===== src/rtl/game_pkg.sv =====
// Shared definitions for the switch-target game: state encoding, LFSR taps, timer widths.
package game_pkg;

    localparam int TIME_W   = 6;
    localparam int MS_W     = 10;
    localparam int MS_PER_S = 1000;

    // Fibonacci taps 16,14,13,11 expressed as a mask over lfsr[15:0]
    localparam logic [15:0] LFSR_TAPS = 16'hB400;

    localparam logic [1:0] ST_IDLE_ENC   = 2'd0;
    localparam logic [1:0] ST_SPAWN_ENC  = 2'd1;
    localparam logic [1:0] ST_ACTIVE_ENC = 2'd2;
    localparam logic [1:0] ST_OVER_ENC   = 2'd3;

    typedef enum logic [1:0] {
        ST_IDLE   = ST_IDLE_ENC,
        ST_SPAWN  = ST_SPAWN_ENC,
        ST_ACTIVE = ST_ACTIVE_ENC,
        ST_OVER   = ST_OVER_ENC
    } state_t;

endpackage


===== src/rtl/target_scheduler_if.sv =====
// Start/hit inputs and target/status outputs between the scheduler and its neighbours.
interface target_scheduler_if
    import game_pkg::*;
#(
    parameter int N_SW = 18
) ();
    logic              start;
    logic              target_hit;
    logic [N_SW-1:0]   curr_target;
    logic              game_over;
    logic [TIME_W-1:0] time_left;
    logic              new_target;
    logic              busy;

    modport master (
        output start, target_hit,
        input  curr_target, game_over, time_left, new_target, busy
    );

    modport slave (
        input  start, target_hit,
        output curr_target, game_over, time_left, new_target, busy
    );
endinterface


===== src/rtl/target_scheduler_tick_gen.sv =====
// Millisecond prescaler: pulses o_ms_tick on the last cycle of each CLK_HZ/1000 period while enabled.
module tick_gen #(
    parameter int CLK_HZ = 50_000_000
) (
    input  logic clk,
    input  logic rst_n,
    input  logic i_en,
    input  logic i_clr,
    output logic o_ms_tick
);
    localparam int DIV = CLK_HZ / 1000;
    localparam int CW  = (DIV > 1) ? $clog2(DIV) : 1;

    logic [CW-1:0] r_cnt;

    assign o_ms_tick = i_en && (r_cnt == CW'(DIV - 1));

    always_ff @(posedge clk or negedge rst_n) begin
        if (!rst_n) begin
            r_cnt <= '0;
        end else if (i_clr) begin
            r_cnt <= '0;
        end else if (i_en) begin
            r_cnt <= o_ms_tick ? '0 : r_cnt + 1'b1;
        end
    end
endmodule


===== src/rtl/target_scheduler.sv =====
// Round sequencer: picks lit targets from an LFSR, times target lifetime and round length.
// state  | meaning
// IDLE   | after reset, waiting for start, scoring frozen
// SPAWN  | one cycle, choose and light the next target
// ACTIVE | target lit, waiting for hit, life timeout or round expiry
// OVER   | round finished, scoring frozen, start replays
module target_scheduler
    import game_pkg::*;
#(
    parameter int          N_SW         = 18,
    parameter int          CLK_HZ       = 50_000_000,
    parameter int          GAME_S       = 30,
    parameter int          LIFE_MS_INIT = 2000,
    parameter int          LIFE_MS_MIN  = 500,
    parameter int          LIFE_STEP_MS = 100,
    parameter logic [15:0] LFSR_SEED    = 16'hACE1
) (
    input  logic                clk,
    input  logic                rst_n,
    target_scheduler_if.slave   bus
);
    localparam int LIFE_W = $clog2(LIFE_MS_INIT + 1);
    localparam int IDX_W  = (N_SW > 1) ? $clog2(N_SW) : 1;

    state_t              r_state, w_nxt_state;
    logic [15:0]         r_lfsr;
    logic [LIFE_W-1:0]   r_life, w_nxt_life;
    logic [LIFE_W-1:0]   r_life_cnt, w_nxt_life_cnt;
    logic [MS_W-1:0]     r_ms_cnt, w_nxt_ms_cnt;
    logic [TIME_W-1:0]   r_time_left, w_nxt_time_left;
    logic [N_SW-1:0]     r_curr_target, w_nxt_target;
    logic [IDX_W-1:0]    r_prev_idx, w_nxt_prev_idx;
    logic                r_new_target, w_nxt_new_target;
    logic                r_game_over, r_busy, w_nxt_frozen;
    logic                w_ms_tick, w_tick_en, w_tick_clr;
    logic                w_ms_wrap, w_expire;
    logic [IDX_W-1:0]    w_idx_raw, w_idx;

    assign w_tick_en = (r_state == ST_SPAWN) || (r_state == ST_ACTIVE);

    tick_gen #(.CLK_HZ(CLK_HZ)) u_tick_gen (
        .clk       (clk),
        .rst_n     (rst_n),
        .i_en      (w_tick_en),
        .i_clr     (w_tick_clr),
        .o_ms_tick (w_ms_tick)
    );

    // Never repeat the previous target: bump to the neighbour on a collision
    assign w_idx_raw = IDX_W'(r_lfsr % 16'(N_SW));
    assign w_idx     = (w_idx_raw != r_prev_idx) ? w_idx_raw :
                       (w_idx_raw == IDX_W'(N_SW - 1)) ? '0 : w_idx_raw + 1'b1;

    assign w_ms_wrap = w_ms_tick && (r_ms_cnt == MS_W'(MS_PER_S - 1));
    assign w_expire  = w_ms_wrap && (r_time_left == TIME_W'(1));

    always_comb begin
        w_nxt_state      = r_state;
        w_nxt_life       = r_life;
        w_nxt_life_cnt   = r_life_cnt;
        w_nxt_ms_cnt     = r_ms_cnt;
        w_nxt_time_left  = r_time_left;
        w_nxt_target     = r_curr_target;
        w_nxt_prev_idx   = r_prev_idx;
        w_nxt_new_target = 1'b0;
        w_tick_clr       = 1'b0;

        // Round time keeps running through SPAWN so hits do not stretch the round
        if (w_tick_en && w_ms_tick) begin
            w_nxt_ms_cnt = w_ms_wrap ? '0 : r_ms_cnt + 1'b1;
            if (w_ms_wrap) w_nxt_time_left = r_time_left - 1'b1;
        end

        case (r_state)
            ST_IDLE, ST_OVER: begin
                w_nxt_target = '0;
                if (bus.start) begin
                    w_nxt_state     = ST_SPAWN;
                    w_nxt_time_left = TIME_W'(GAME_S);
                    w_nxt_life      = LIFE_W'(LIFE_MS_INIT);
                    w_nxt_ms_cnt    = '0;
                    w_tick_clr      = 1'b1;
                end
            end
            ST_SPAWN: begin
                if (w_expire) begin
                    w_nxt_state  = ST_OVER;
                    w_nxt_target = '0;
                end else begin
                    w_nxt_state      = ST_ACTIVE;
                    w_nxt_target     = N_SW'(1) << w_idx;
                    w_nxt_prev_idx   = w_idx;
                    w_nxt_new_target = 1'b1;
                    w_nxt_life_cnt   = r_life;
                end
            end
            ST_ACTIVE: begin
                if (w_expire) begin
                    w_nxt_state  = ST_OVER;
                    w_nxt_target = '0;
                end else if (bus.target_hit) begin
                    w_nxt_state  = ST_SPAWN;
                    w_nxt_target = '0;
                    if (int'(r_life) >= LIFE_MS_MIN + LIFE_STEP_MS)
                        w_nxt_life = r_life - LIFE_W'(LIFE_STEP_MS);
                    else
                        w_nxt_life = LIFE_W'(LIFE_MS_MIN);
                end else if (w_ms_tick) begin
                    w_nxt_life_cnt = r_life_cnt - 1'b1;
                    if (r_life_cnt <= LIFE_W'(1)) begin
                        w_nxt_state  = ST_SPAWN;
                        w_nxt_target = '0;
                    end
                end
            end
            default: w_nxt_state = ST_IDLE;
        endcase

        w_nxt_frozen = (w_nxt_state == ST_IDLE) || (w_nxt_state == ST_OVER);
    end

    always_ff @(posedge clk or negedge rst_n) begin
        if (!rst_n) begin
            r_state       <= ST_IDLE;
            r_lfsr        <= LFSR_SEED;
            r_life        <= LIFE_W'(LIFE_MS_INIT);
            r_life_cnt    <= '0;
            r_ms_cnt      <= '0;
            r_time_left   <= TIME_W'(GAME_S);
            r_curr_target <= '0;
            r_prev_idx    <= '0;
            r_new_target  <= 1'b0;
            r_game_over   <= 1'b1;
            r_busy        <= 1'b0;
        end else begin
            r_state       <= w_nxt_state;
            r_lfsr        <= {r_lfsr[14:0], ^(r_lfsr & LFSR_TAPS)};
            r_life        <= w_nxt_life;
            r_life_cnt    <= w_nxt_life_cnt;
            r_ms_cnt      <= w_nxt_ms_cnt;
            r_time_left   <= w_nxt_time_left;
            r_curr_target <= w_nxt_target;
            r_prev_idx    <= w_nxt_prev_idx;
            r_new_target  <= w_nxt_new_target;
            r_game_over   <= w_nxt_frozen;
            r_busy        <= !w_nxt_frozen;
        end
    end

    assign bus.curr_target = r_curr_target;
    assign bus.game_over   = r_game_over;
    assign bus.time_left   = r_time_left;
    assign bus.new_target  = r_new_target;
    assign bus.busy        = r_busy;
endmodule


===== src/flat_wrapper.sv =====
// flat-port wrapper written by rule: the top's interface ports become plain ports
module target_scheduler_flat import game_pkg::*;
#(
    parameter int          N_SW         = 18,
    parameter int          CLK_HZ       = 50_000_000,
    parameter int          GAME_S       = 30,
    parameter int          LIFE_MS_INIT = 2000,
    parameter int          LIFE_MS_MIN  = 500,
    parameter int          LIFE_STEP_MS = 100,
    parameter logic [15:0] LFSR_SEED    = 16'hACE1
)
  (clk, rst_n, bus_start, bus_target_hit, bus_curr_target, bus_game_over, bus_time_left, bus_new_target, bus_busy);
  target_scheduler_if #(.N_SW(N_SW)) bus_i ();
  input  logic clk;
  input  logic rst_n;
  input wire logic [$bits(bus_i.start)-1:0] bus_start;
  input wire logic [$bits(bus_i.target_hit)-1:0] bus_target_hit;
  output wire logic [$bits(bus_i.curr_target)-1:0] bus_curr_target;
  output wire logic [$bits(bus_i.game_over)-1:0] bus_game_over;
  output wire logic [$bits(bus_i.time_left)-1:0] bus_time_left;
  output wire logic [$bits(bus_i.new_target)-1:0] bus_new_target;
  output wire logic [$bits(bus_i.busy)-1:0] bus_busy;
  assign bus_i.start = bus_start;
  assign bus_i.target_hit = bus_target_hit;
  assign bus_curr_target = bus_i.curr_target;
  assign bus_game_over = bus_i.game_over;
  assign bus_time_left = bus_i.time_left;
  assign bus_new_target = bus_i.new_target;
  assign bus_busy = bus_i.busy;
  target_scheduler #(.N_SW(N_SW), .CLK_HZ(CLK_HZ), .GAME_S(GAME_S), .LIFE_MS_INIT(LIFE_MS_INIT), .LIFE_MS_MIN(LIFE_MS_MIN), .LIFE_STEP_MS(LIFE_STEP_MS), .LFSR_SEED(LFSR_SEED)) u_core (.clk(clk), .rst_n(rst_n), .bus(bus_i));
endmodule

===== config.mk =====
export PLATFORM = sky130hd
export DESIGN_NAME = target_scheduler_flat
export DESIGN_NICKNAME = d
export VERILOG_FILES = /design/src/rtl/game_pkg.sv /design/src/rtl/target_scheduler_if.sv /design/src/rtl/target_scheduler_tick_gen.sv /design/src/rtl/target_scheduler.sv /design/src/flat_wrapper.sv
export SDC_FILE = /design/constraint.sdc
export NUM_CORES = 1
export LEC_CHECK = 0
export BUFFER_PORTS_ARGS = -buffer_cell sky130_fd_sc_hd__buf_2
export CORE_MARGIN = 1.5
export CORE_UTILIZATION = 60
export CTS_CLUSTER_SIZE = 28
export DETAILED_ROUTE_END_ITERATION = 10
export PLACE_DENSITY = 0.78
export SYNTH_ARGS = -nofsm -noshare
export SYNTH_HDL_FRONTEND = slang
export SYNTH_SLANG_ARGS = --single-unit

===== constraint.sdc =====
create_clock -name clk -period 15.7 [get_ports clk]
set_input_delay 0.785 -clock clk [delete_from_list [all_inputs] [get_ports clk]]
set_output_delay 0.785 -clock clk [all_outputs]
set_load 0.005 [all_outputs]

### After elaboration in Yosys (flattened, before gate mapping)

Index checks and enable logic that the tools add are counted.

* register bits after elaboration: 98
* input port bits: 4
* output and inout bits: 27
* logic and storage cells: 98

* add/subtract/negate cells: 6
* divide/modulo/power cells: 1
* magnitude comparators: 2
* equal/unequal tests: 17
* shifts and indexed selects: 1
* mux-type cells: 40
* bitwise gates (word level): 1
* reduce and logical (&&, ||, !) cells: 18

Operator list (count)
* $mux W18: 5
* $mux W11: 8
* $pmux W18 S3: 1
* $mux W16: 3
* $pmux W11 S2: 2
* $mux W10: 4
* $mux W6: 4
* $shl A1 B5 Y18 const A: 1
* $add A16 B1 Y16 const B: 1
* $eq A16 B16 Y1 const B: 1
* $mod A16 B5 Y16 const B: 1
* $reduce_xor A16 Y1: 1
* $ne A2 B2 Y1 const B: 6
* $ge A11 B10 Y1 const B: 1
* $le A11 B1 Y1 const B: 1
* $sub A11 B1 Y11 const B: 1
* $sub A11 B7 Y11 const B: 1
* $add A10 B1 Y10 const B: 1
* $eq A10 B10 Y1 const B: 1
* $mux W2: 5
* $mux W5: 2
* $ne A4 B3 Y1 const B: 2
* $eq A2 B2 Y1 const B: 3
* $eq A6 B1 Y1 const B: 1
* other kinds (17): 29

### Logic depth before layout (Yosys ltp)

Gate-level depths: netlist of the first run.

* depth after elaboration: 10
* depth in mapped cells: 33
* depth with buffers taken out: 31

### Cells and area by module

From an unflattened synthesis of the first run, not the netlist that was laid out.

* cell total of the unflattened synthesis: 770
* area total of the unflattened synthesis: 6924.1 um^2

By module, submodules not included
* target_scheduler: instances 1, cells each 681, area an instance 6040.8 um^2
* tick_gen: instances 1, cells each 89, area an instance 883.3 um^2

### Least setup slack after synthesis of the first run

Ideal clock, no wire load.

* path kind: register to register
* from: register u_core.r_lfsr[13]
* to: register u_core.r_curr_target[14], in the netlist u_core.bus.curr_target[14]
* setup time: 122 ps
* arrival: 7970 ps
* setup slack: 7609 ps
* stages on the path, launching flop included: 34
* cells stage by stage: dfstp_2 buf_2 inv_1 ha_1 nor2b_1 mux2i_1 a2111oi_4 nor3_4 a21o_2 nand2_2 a2111oi_2 mux2_2 buf_4 nor2_1 a211oi_2 a31o_2 o31a_1 nor4_4 mux2i_1 o21ai_1 o21bai_4 o211ai_1 o211ai_1 inv_1 ha_1 inv_1 a2111oi_0 o211ai_2 o211ai_4 xnor2_2 o31a_1 or4_1 buf_4 a32o_1

* cells in the longest elaborated chain, start to end: 7

Ends and longest elaborated chain
* start, declared: line target_scheduler.sv:26 `logic [15:0] r_lfsr;`
* start signal, assigned: line target_scheduler.sv:137 `r_lfsr <= {r_lfsr[14:0], ^(r_lfsr & LFSR_TAPS)};`
* $mod A16 B5 Y16 *: line target_scheduler.sv:50 `assign w_idx_raw = IDX_W'(r_lfsr % 16'(N_SW));`
* $add A5 B1 Y5 / $eq A5 B5 Y1 (equally long branches): line target_scheduler.sv:52 `(w_idx_raw == IDX_W'(N_SW - 1)) ? '0 : w_idx_raw + 1'b1;`
* $mux W5: line target_scheduler.sv:52
* $mux W5 *: line target_scheduler.sv:51 `assign w_idx = (w_idx_raw != r_prev_idx) ? w_idx_raw :`
* $shl A1 B5 Y18 *: line target_scheduler.sv:91 `w_nxt_target = N_SW'(1) << w_idx;`
* $mux W18 *: line target_scheduler.sv:86 `if (w_expire) begin`
* $pmux W18 S3 *: line target_scheduler.sv:74 `case (r_state)`
* end signal, assigned: line target_scheduler.sv:142 `r_curr_target <= w_nxt_target;`
* end, declared: line target_scheduler.sv:31 `logic [N_SW-1:0] r_curr_target, w_nxt_target;`

Every way passes the cells marked *; elsewhere a longest branch is shown, timed or not.
A chain may end at the register's enable or synchronous reset.

### Final worst setup path of the first run

* from: register u_core.r_lfsr[12]
* to: register u_core.r_curr_target[2], in the netlist u_core.bus.curr_target[2]

The elaborated chain is that of the path after synthesis.

==> out/summary.txt, run 1 <==
status = completed
CTS Buffer Depth = 2
area grow syn2layout = 5.53%
fin util = 0.658
cell area after layout = 0.00761 mm²
Die Ht = 113 µm
Setup crit end kind = register
Hold Crit Class = input port to async pin
Worst-Margin Slew = 1.08 ns
Std-Cell Rows = 39
Ports = 31
Buf/Inv on CP = 2
vias after detailed routing = 6561
Setup WS pre-CTS = 6.42 ns
Reg clk slew, reported paths = 0.07 ns
wire per inst = 17.5 µm
Final nets = 851
dpl hpwl = 12.4 mm
slew margin rel. = 0.275
max cap viols = 0
Cells after Synth = 823
final hold slack = 0.393 ns
Final Power = 0.776 mW
CP arrival = 9.75 ns
core area = 0.0116 mm²
Synth area leaders = dfrtp_1 (27%), dfstp_2 (6.9%), nand2_1 (4.2%)
number of warnings issued by yosys = 0
Die X = 113 µm
sequential cell area = 0.00243 mm²
Mapped Area = 0.00721 mm²
CTS buffer count = 9
final setup violation count = 0
clock skew = 0.0102 ns
EDFF count, synth = 0
Pwr per Cell Area = 102 mW/mm²
total congestion overflow = 0
vias in the first global route = 6240
Tcrit/Tclk final = 0.603
post-synthesis async set-or-reset flop share = 1.00
Seq/Total Area, Yosys = 0.336
Cell Area, Placed = 0.00734 mm²
first-pass GRT wire length = 29.5 mm
max incr delay on CP = 0.80 ns
vias per cell = 6.69
n_diodes = 0
share of the synthesized area in the top cell type = 0.267
hold buffer count at CTS = 0
Slowest-stage cell, CP = nor4_1
Max Slew Vio Count = 0
RSZ-0062 raised after global routing = false
clk root buf = clkbuf_16
number of instances in the placed design = 965
FF+latch count, synth = 96
total track usage = 0.280
Fin. Hold Viols = 0
fill count = 954
worst endpoint required time = 15.99 ns
die area = 0.0127 mm²
ANT nets after route = 0
DRT Wirelength = 17.2 mm
Crit Path Category = register to register
Detailed Route Iter0 Violations = 861
Yosys top cell by area = dfrtp_1
Worst path top cell family by delay = compound AO/OA/AOI/OAI gates
DRC = 0
Avg Cell Area, Syn = 8.76 µm²
CP Launch Type = register
final worst slack = 6.23 ns
CP Depth = 30
Clk Latency, worst-skew pair = 0.35 ns
leakage = 3.09 nW
largest net degree at the start of global routing = 59
CTS tree = built
f_max = 0.106 GHz
H-tree depth = 3
Port Buffers = 30
Syn Nets = 841
Post-synth top flop = dfrtp_1
Starting Density = 0.624
Post-CTS Setup Bufs = 0
1st-pass router iterations = 5
setup_tns = 0 ns
multi-input logic area = 0.00441 mm²
PostCTS Resize Cnt = 0
worst vdd ir = 0.165 mV
Worst Reg2Reg Path Length in Cells = 30
minimum clock period = 9.47 ns
Cell Count, Final, Fillers Out = 981
ratio of cells with drive above 1 in the final layout = 0.148
crit path max fanout = 19
gp weighted congestion = 0.929
initial antenna violation count = 0
CTS Sinks = 96
Synth cell types = 105
-- registers in the layout (all words and copies together) (netlist names) --
signal and count:
u_core.bus.new_target 1, u_core.r_ms_cnt 10, u_core.r_life_cnt 11, u_core.r_prev_idx 5, u_core.bus.time_left 6, u_core.r_state 2, u_core.bus.game_over 1, u_core.bus.curr_target 18
u_core.bus.busy 1, u_core.r_lfsr 16, u_core.u_tick_gen.r_cnt 16, u_core.r_life 9
-- final cells by class --
| cell class | instances | area share |
|---|---|---|
| Inverter | 42 | 0.0207 |
| Clock inverter | 6 | 0.00592 |
| Multi-Input combinational cell | 652 | 0.579 |
| Sequential cell | 96 | 0.319 |
| Timing Repair Buffer | 32 | 0.0220 |
| Tap cell | 143 | 0.0235 |
| Clock buffer | 10 | 0.0301 |
-- logic make-up (layout without fill, tap and decap cells) --
| logic type | after synthesis | count (layout) | share of synthesized area |
|---|---|---|---|
| simple gates | 313 | 313 | 0.242 |
| compound gates | 283 | 283 | 0.289 |
| mux | 15 | 15 | 0.0217 |
| buf+inv | 75 | 90 | 0.0526 |
| xor+xnor | 26 | 26 | 0.0326 |
| fa+ha+maj | 15 | 15 | 0.0258 |
| flops | 96 | 96 | 0.336 |
-- per-layer routing --
layer,vias up,global-route usage,routed length (µm)
met4,0,0.0886,284
li1,3152,-,-
met2,241,0.465,8200
met5,-,0,0
met3,31,0.0373,851
met1,3137,0.382,7860
-- synth_stat cells, types with 5 or more instances --
library cell	instances
nand2_1	81
dfrtp_1	77
o21ai_0	58
nor2_1	55
a21oi_1	52
inv_1	39
nor3_1	28
nand3_1	22
dfstp_2	19
a31oi_1	16
nor4_1	16
ha_1	14
xnor2_1	14
a211oi_1	13
and3_1	13
clkbuf_1	13
nand2b_1	13
nand4_1	11
o211ai_1	11
o21ai_1	11
xor2_1	11
a32o_1	10
and2_1	10
mux2i_1	10
or3_1	10
a211o_1	9
o31ai_1	9
o31a_1	8
a22o_1	7
buf_2	5
buf_4	5
mux2_2	5
nor2b_1	5
nor3b_1	5
o2111ai_1	5
o21a_1	5
o22ai_1	5
or2_2	5
-- report_power, final --
part | total [mW] | leakage, nW | switching (mW) | internal [mW]
combinational | 0.248 | 1.74 | 0.166 | 0.0812
sequential | 0.324 | 1.23 | 0.0360 | 0.288
clock | 0.204 | 0.126 | 0.0961 | 0.108
-- worst paths after layout --
kind,startpoint,to,slack [ns]
worst min-delay path,rst_n,u_core.r_ms_cnt[8],0.39
worst min register to register,u_core.r_lfsr[5],u_core.r_lfsr[6],0.42
worst max-delay path,u_core.r_lfsr[12],u_core.bus.curr_target[2],6.23
min in group clk,u_core.r_lfsr[5],u_core.r_lfsr[6],0.42
max in group asynchronous,rst_n,u_core.r_lfsr[9],14.22
worst max register to register,u_core.r_lfsr[12],u_core.bus.curr_target[2],6.23
-- cells in the final DEF (no fill, tap or decap), types with 7 or more instances in the layout --
cell / synthesis / final
a211o_1: 9 / 9
nand4_1: 11 / 11
o211ai_1: 11 / 11
and2_1: 10 / 10
inv_1: 39 / 39
nand2b_1: 13 / 13
o31ai_1: 9 / 9
buf_2: 5 / 29
clkbuf_16: 0 / 9
or3_1: 10 / 10
nor3_1: 28 / 28
o21ai_0: 58 / 58
nor2_1: 55 / 55
dfrtp_1: 77 / 77
a21oi_1: 52 / 52
a22o_1: 7 / 7
nand2_1: 81 / 81
a211oi_1: 13 / 13
o21ai_1: 11 / 11
nor4_1: 16 / 16
mux2i_1: 10 / 10
ha_1: 14 / 14
and3_1: 13 / 13
xnor2_1: 14 / 14
a32o_1: 10 / 10
nand3_1: 22 / 22
a31oi_1: 16 / 16
dfstp_2: 19 / 19
xor2_1: 11 / 11
o31a_1: 8 / 8
Note: power is estimated with default switching activity, not from simulation.
==> run 2, diff against run 1 <==
--- a/config.mk
+++ b/config.mk
@@ -7,7 +7,7 @@
 export LEC_CHECK = 0
 export BUFFER_PORTS_ARGS = -buffer_cell sky130_fd_sc_hd__buf_2
 export CORE_MARGIN = 1.5
-export CORE_UTILIZATION = 60
+export CORE_UTILIZATION = 57
 export CTS_CLUSTER_SIZE = 28
 export DETAILED_ROUTE_END_ITERATION = 10
 export PLACE_DENSITY = 0.78
==> constraint.sdc (replaced) <==
create_clock -name clk -period 8 [get_ports clk]
set_input_delay 0.4 -clock clk [delete_from_list [all_inputs] [get_ports clk]]
set_output_delay 0.4 -clock clk [all_outputs]
set_load 0.005 [all_outputs]
==> run 2 against run 1 <==
  * Die area grew 5.1%
  * First-iteration DRC count shrank 41%
  * Cell area grew 14%
  * Global-route usage grew 0.66 points
  * Flip-flop and latch count is the same
  * Non-clock buffer count grew 56
  * Wire length grew 14%
  * Clock skew shrank 0.0026 ns
  * Critical path type unchanged
  * Largest cell class unchanged
==> out/summary.txt, run 2 (synthesis gave the netlist of run 1 again) <==
CTS Buffer Depth = 2 (unchanged)
NetSw = 0.604 mW (was 0.299 mW)
CTS buffer count = 9 (unchanged)
minimum clock period = 7.83 ns (was 9.47 ns)
core area = 0.0122 mm² (was 0.0116 mm²)
max reg flops = 18 (unchanged)
CP arrival = 8.06 ns (was 9.75 ns)
ratio of cells with drive above 1 in the final layout = 0.273 (was 0.148)
vias after detailed routing = 6931 (was 6561)
Reg2Reg Setup Slack = 0.17 ns (was 6.23 ns)
worst vdd ir = 0.178 mV (was 0.165 mV)
total track usage = 0.286 (was 0.280)
vias per cell = 6.51 (was 6.69)
area grow syn2layout = 20.5% (was 5.53%)
reg2reg end = u_core.bus.curr_target[16] (was u_core.bus.curr_target[2])
cell area after layout = 0.00869 mm² (was 0.00761 mm²)
max incr delay on CP = 0.64 ns (was 0.80 ns)
max cap viols = 0 (unchanged)
largest net degree at the start of global routing = 51 (was 59)
n_diodes = 0 (unchanged)
Reg clk slew, reported paths = 0.07 ns (about the same)
final setup violation count = 0 (unchanged)
Setup crit end kind = register (unchanged)
Pwr per Cell Area = 186 mW/mm² (was 102 mW/mm²)
fin util = 0.715 (was 0.658)
gp weighted congestion = 0.890 (was 0.929)
DRC = 0 (unchanged)
crit path max fanout = 7 (was 19)
worst endpoint required time = 8.23 ns (was 15.99 ns)
commonest non-fill, non-tap cell in the layout = nand2_1 (unchanged)
first-pass GRT wire length = 31.3 mm (was 29.5 mm)
clock skew = 0.00761 ns (was 0.0102 ns)
dpl hpwl = 13.4 mm (was 12.4 mm)
Die Ht = 115 µm (was 113 µm)
Tcrit/Tclk final = 0.978 (was 0.603)
CP Launch Type = register (unchanged)
slew margin rel. = 0.234 (was 0.275)
Hold Crit Class = input port to async pin (unchanged)
Critical Path End = u_core.bus.curr_target[16] (was u_core.bus.curr_target[2])
CP startpoint = u_core.r_lfsr[13] (was u_core.r_lfsr[12])
hold buffer count at CTS = 0 (unchanged)
Net Sw Frac = 0.373 (was 0.385)
H-tree depth = 3 (unchanged)
Clk Latency, worst-skew pair = 0.34 ns (was 0.35 ns)
combinational group share of total power = 0.322 (was 0.319)
DRT Wirelength = 19.7 mm (was 17.2 mm)
status = completed (unchanged)
CTS Sinks = 96 (unchanged)
wire per inst = 18.5 µm (was 17.5 µm)
final hold slack = 0.0668 ns (was 0.393 ns)
P_int = 1.02 mW (was 0.477 mW)
Detailed Route Iter0 Violations = 504 (was 861)
Ports = 31 (unchanged)
initial antenna violation count = 0 (unchanged)
total congestion overflow = 0 (unchanged)
sequential power share = 0.392 (was 0.418)
clock group share of total power = 0.286 (was 0.263)
CTS tree = built (unchanged)
Final Power = 1.62 mW (was 0.776 mW)
die area = 0.0133 mm² (was 0.0127 mm²)
Worst Reg2Reg Path Length in Cells = 35 (was 30)
Slowest-stage cell, CP = or4_4 (was nor4_1)
f_max = 0.128 GHz (was 0.106 GHz)
Port Buffers = 30 (unchanged)
Crit Path Category = register to register (unchanged)
1st-pass router iterations = 5 (unchanged)
commonest non-fill, non-tap cells in the layout = nand2_1 (79), dfrtp_1 (77), o21ai_0 (55), buf_4 (55), nor2_1 (53) (was nand2_1 (81), dfrtp_1 (77), o21ai_0 (58))
clk root buf = clkbuf_16 (unchanged)
Cell Area, Placed = 0.00771 mm² (was 0.00734 mm²)
Starting Density = 0.593 (was 0.624)
leakage = 3.52 nW (was 3.09 nW)
Final nets = 909 (was 851)
ANT nets after route = 0 (unchanged)
Fin. Hold Viols = 0 (unchanged)
worst reg2reg startpoint = u_core.r_lfsr[13] (was u_core.r_lfsr[12])
Worst-Margin Slew = 1.15 ns (was 1.08 ns)
Std-Cell Rows = 40 (was 39)
Max Slew Vio Count = 0 (unchanged)
Die X = 115 µm (was 113 µm)
vias in the first global route = 6504 (was 6240)
setup_tns = 0 ns (unchanged)
-- run 2: changes by cell type in the layout (fill, tap and decap cells not counted), moves of 4 or more --
cell / before / now
o31ai_1: 9 / 5
a211oi_1: 13 / 9
buf_4: 3 / 55
a21oi_2: 0 / 7
a21oi_1: 52 / 44
a2111oi_4: 1 / 5
mux2i_1: 10 / 5
nor4_1: 16 / 11
-- run 2: how the worst min path moves through the flow --
stage | from | to | slack, ns | cells after the start
finish | rst_n | u_core.r_life_cnt[5] | 0.07 | 1
CTS | rst_n | u_core.r_life_cnt[5] | 0.08 | 1
floorplan | rst_n | u_core.bus.busy | 0.10 | 0
global placement | u_core.r_lfsr[5] | u_core.r_lfsr[6] | 0.41 | 0
detailed placement | u_core.r_lfsr[5] | u_core.r_lfsr[6] | 0.42 | 0
global route | rst_n | u_core.r_life_cnt[5] | 0.11 | 1
-- run 2: power by group through the flow --
| stage | combinational (mW) | clock [mW] | sequential [mW] |
|---|---|---|---|
| 2_1_floorplan | 0.367 | 0 | 0.620 |
| 3_5_place_dp | 0.484 | 0 | 0.641 |
| 4_1_cts | 0.489 | 0.465 | 0.634 |
| 5_1_grt | 0.586 | 0.486 | 0.646 |
| 3_3_place_gp | 0.466 | 0 | 0.636 |
| 6_report | 0.521 | 0.463 | 0.636 |
-- run 2: repair_timing --
item,CTS,global route
resized for setup,5,91
buffers inserted,2,10
setup endpoints to repair,18,23
gates cloned,0,3
pin swaps,2,18
-- run 2: metrics by stage --
| stage | cells | setup WS (ns) |
|---|---|---|
| 5_1_grt | 1064 | -0.231 |
| 2_1_floorplan | 823 | 0.0351 |
| 4_1_cts | 1051 | 0.00830 |
| 6_report | 1064 | 0.174 |
| 3_5_place_dp | 1033 | -0.305 |
| 3_3_place_gp | 1033 | -0.0169 |
-- run 2: per-layer routing --
| layer | wire length (µm) | track usage | part of all wire | up-vias |
|---|---|---|---|---|
| li1 | - | - | - | 3265 |
| met1 | 8290 | 0.387 | 0.42 | 3402 |
| met2 | 10100 | 0.492 | 0.51 | 228 |
| met3 | 868 | 0.0324 | 0.044 | 36 |
| met4 | 400 | 0.0774 | 0.020 | 0 |
| met5 | 0 | 0 | 0 | - |
-- run 2: critical path: cells and delay by family, from the launching register on --
kind                       cells  cell delay [ns]
DFF                            1             0.53
adders and majority gates      2             0.47
buffers and inverters          8             1.08
muxes                          2             0.59
AOI/OAI and AO/OA             13             2.56
and+or+nand+nor               10             2.48
-- run 2: area by class of cell --
class                           instances  area [µm²]
Clock inverter                          6        90.1
Multi-Input combinational cell        654        4980
Sequential cell                        96        2430
Inverter                               42         158
Clock buffer                           10         229
Tap cell                              168         210
Fill cell                             910        3470
Timing Repair Buffer                   88         597
==> run 3, diff against run 2 <==
--- a/config.mk
+++ b/config.mk
@@ -11,6 +11,7 @@
 export CTS_CLUSTER_SIZE = 28
 export DETAILED_ROUTE_END_ITERATION = 10
 export PLACE_DENSITY = 0.78
+export SETUP_SLACK_MARGIN = 0.4
 export SYNTH_ARGS = -nofsm -noshare
 export SYNTH_HDL_FRONTEND = slang
 export SYNTH_SLANG_ARGS = --single-unit
==> run 3 against run 2 <==
  * Cell area up 6.9%
  * Fmax about the same
  * Clock power down 14%
  * Combinational power up 2%
  * Sequential power about the same
  * Register-to-register slack about the same
  * Critical endpoint is now u_core.bus.curr_target[5]
  * Clock-buffer cell count unchanged
  * Flip-flop and latch count unchanged
  * Utilization up 5.0 points
  * Global-route usage up 0.58 points
  * Total power down 3.2%
  * Clock skew about the same
==> out/summary.txt, run 3 (synthesis gave the netlist of run 1 again) <==
Starting Density = 0.593 (unchanged)
final setup violation count = 0 (unchanged)
final worst slack = 0.179 ns (was 0.174 ns)
worst endpoint required time = 8.23 ns (about the same)
Die Ht = 115 µm (unchanged)
slew margin rel. = 0.251 (was 0.234)
largest net degree at the start of global routing = 53 (was 51)
Cell Area, Placed = 0.00781 mm² (was 0.00771 mm²)
DRC = 0 (unchanged)
vias after detailed routing = 7358 (was 6931)
first-pass GRT wire length = 31.6 mm (was 31.3 mm)
CP Launch Type = register (unchanged)
total congestion overflow = 0 (unchanged)
Worst-Margin Slew = 1.12 ns (was 1.15 ns)
gp weighted congestion = 0.994 (was 0.890)
Std-Cell Rows = 40 (unchanged)
Detailed Route Iter0 Violations = 758 (was 504)
wire per inst = 19.6 µm (was 18.5 µm)
1st-pass router iterations = 5 (unchanged)
ratio of cells with drive above 1 in the final layout = 0.342 (was 0.273)
max reg flops = 18 (unchanged)
die area = 0.0133 mm² (unchanged)
Reg clk slew, reported paths = 0.07 ns (about the same)
max cap viols = 0 (unchanged)
RSZ-0062 raised after global routing = true
commonest non-fill, non-tap cell in the layout = buf_4 (was nand2_1)
CTS tree = built (unchanged)
Tcrit/Tclk final = 0.978 (about the same)
H-tree depth = 3 (unchanged)
Port Buffers = 30 (unchanged)
CP startpoint = u_core.r_lfsr[13] (unchanged)
commonest non-fill, non-tap cells in the layout = buf_4 (87), dfrtp_1 (77), nand2_1 (74) (was nand2_1 (79), dfrtp_1 (77), o21ai_0 (55), buf_4 (55), nor2_1 (53))
CTS Sinks = 96 (unchanged)
CTS Buffer Depth = 2 (unchanged)
worst reg2reg startpoint = u_core.r_lfsr[13] (unchanged)
Crit Path Category = register to register (unchanged)
Pwr per Cell Area = 169 mW/mm² (was 186 mW/mm²)
leakage = 3.74 nW (was 3.52 nW)
Slowest-stage cell, CP = dfstp_2 (was or4_4)
clock skew = 0.00799 ns (was 0.00761 ns)
vias per cell = 6.67 (was 6.51)
Hold Crit Class = input port to async pin (unchanged)
status = completed (unchanged)
area grow syn2layout = 28.8% (was 20.5%)
DRT Wirelength = 21.6 mm (was 19.7 mm)
max incr delay on CP = 0.56 ns (was 0.64 ns)
Fin. Hold Viols = 0 (unchanged)
Ports = 31 (unchanged)
Max Slew Vio Count = 0 (unchanged)
core area = 0.0122 mm² (unchanged)
fill count = 790 (was 910)
minimum clock period = 7.82 ns (was 7.83 ns)
worst vdd ir = 0.222 mV (was 0.178 mV)
Setup crit end kind = register (unchanged)
Clk Latency, worst-skew pair = 0.35 ns (was 0.34 ns)
vias in the first global route = 6661 (was 6504)
CTS buffer count = 9 (unchanged)
n_diodes = 0 (unchanged)
Top cell by count, worst path = buf_4
Die X = 115 µm (unchanged)
dpl hpwl = 13.1 mm (was 13.4 mm)
clk root buf = clkbuf_16 (unchanged)
Final Power = 1.57 mW (was 1.62 mW)
crit path max fanout = 7 (unchanged)
initial antenna violation count = 0 (unchanged)
Setup WS pre-CTS = -0.0118 ns (was -0.305 ns)
ANT nets after route = 0 (unchanged)
Final nets = 949 (was 909)
CP arrival = 8.05 ns (was 8.06 ns)
f_max = 0.128 GHz (about the same)
cell area after layout = 0.00929 mm² (was 0.00869 mm²)
hold buffer count at CTS = 0 (unchanged)
total track usage = 0.292 (was 0.286)
## run 3: cell count changes in the layout (fill, tap and decap cells not counted), sizes merged
cell / change
clkinvlp: +1
bufinv: -2
nand4: -1
buf: +41
## run 3: final timing paths
kind | endpoint | slack, ns | depth (start not counted)
worst max-delay path | u_core.bus.curr_target[5] | 0.18 | 33
worst min-delay path | u_core.r_life[5] | 0.04 | 1
worst max register to register | u_core.bus.curr_target[5] | 0.18 | 33
worst min register to register | u_core.r_lfsr[6] | 0.42 | 0
max in group asynchronous | u_core.r_lfsr[8] | 6.91 | 2
min in group clk | u_core.u_tick_gen.r_cnt[15] | 0.38 | 2
## run 3: layout make-up
type,count,area [µm²],area share
clock buffers,10,229,0.0246
clock inverters,5,41.3,0.00444
inverters,42,160,0.0172
multi-input cells,653,5280,0.568
flip-flops and latches,96,2430,0.261
well taps,168,210,0.0226
repair buffers,129,947,0.102
## run 3: power breakdown
part           total [mW]  internal (mW)  switching (mW)
clock               0.400          0.212           0.188
sequential          0.637          0.565          0.0721
combinational       0.531          0.187           0.344
total                1.57          0.964           0.604
## run 3: routing by layer
layer / vias to the layer above / track usage / share of wire
li1: 3349 / - / -
met1: 3597 / 0.386 / 0.41
met2: 341 / 0.504 / 0.51
met3: 71 / 0.0246 / 0.054
met4: 0 / 0.110 / 0.033
met5: - / 0 / 0
## run 3: metrics by stage
step	util	hold WS [ns]	TNS (ns)	std cells
floorplan	-	0.104	0	823
global placement	0.642	0.406	0	1031
detailed placement	0.642	0.408	-0.0154	1031
CTS	0.693	0.0551	0	1062
global route	0.764	0.0931	-0.422	1103
finish	0.764	0.0437	0	1103
## run 3: worst max-delay path, delay by kind of cell (launching register included)
family,cells,cell delay (ns)
AO/OA/AOI/OAI,13,3.45
AND/OR/NAND/NOR,9,2.05
buffers and inverters,8,1.16
flip-flops,1,0.56
XOR/XNOR,1,0.19
adder cells (fa/ha/maj),1,0.18
multiplexers,1,0.09
## run 3: what timing repair did
action,CTS,global route
endpoints found under the hold margin,0,0
buffers inserted,15,40
gates cloned,1,1
gates resized for setup,35,113
pin swaps,14,60
setup endpoints to repair,21,23
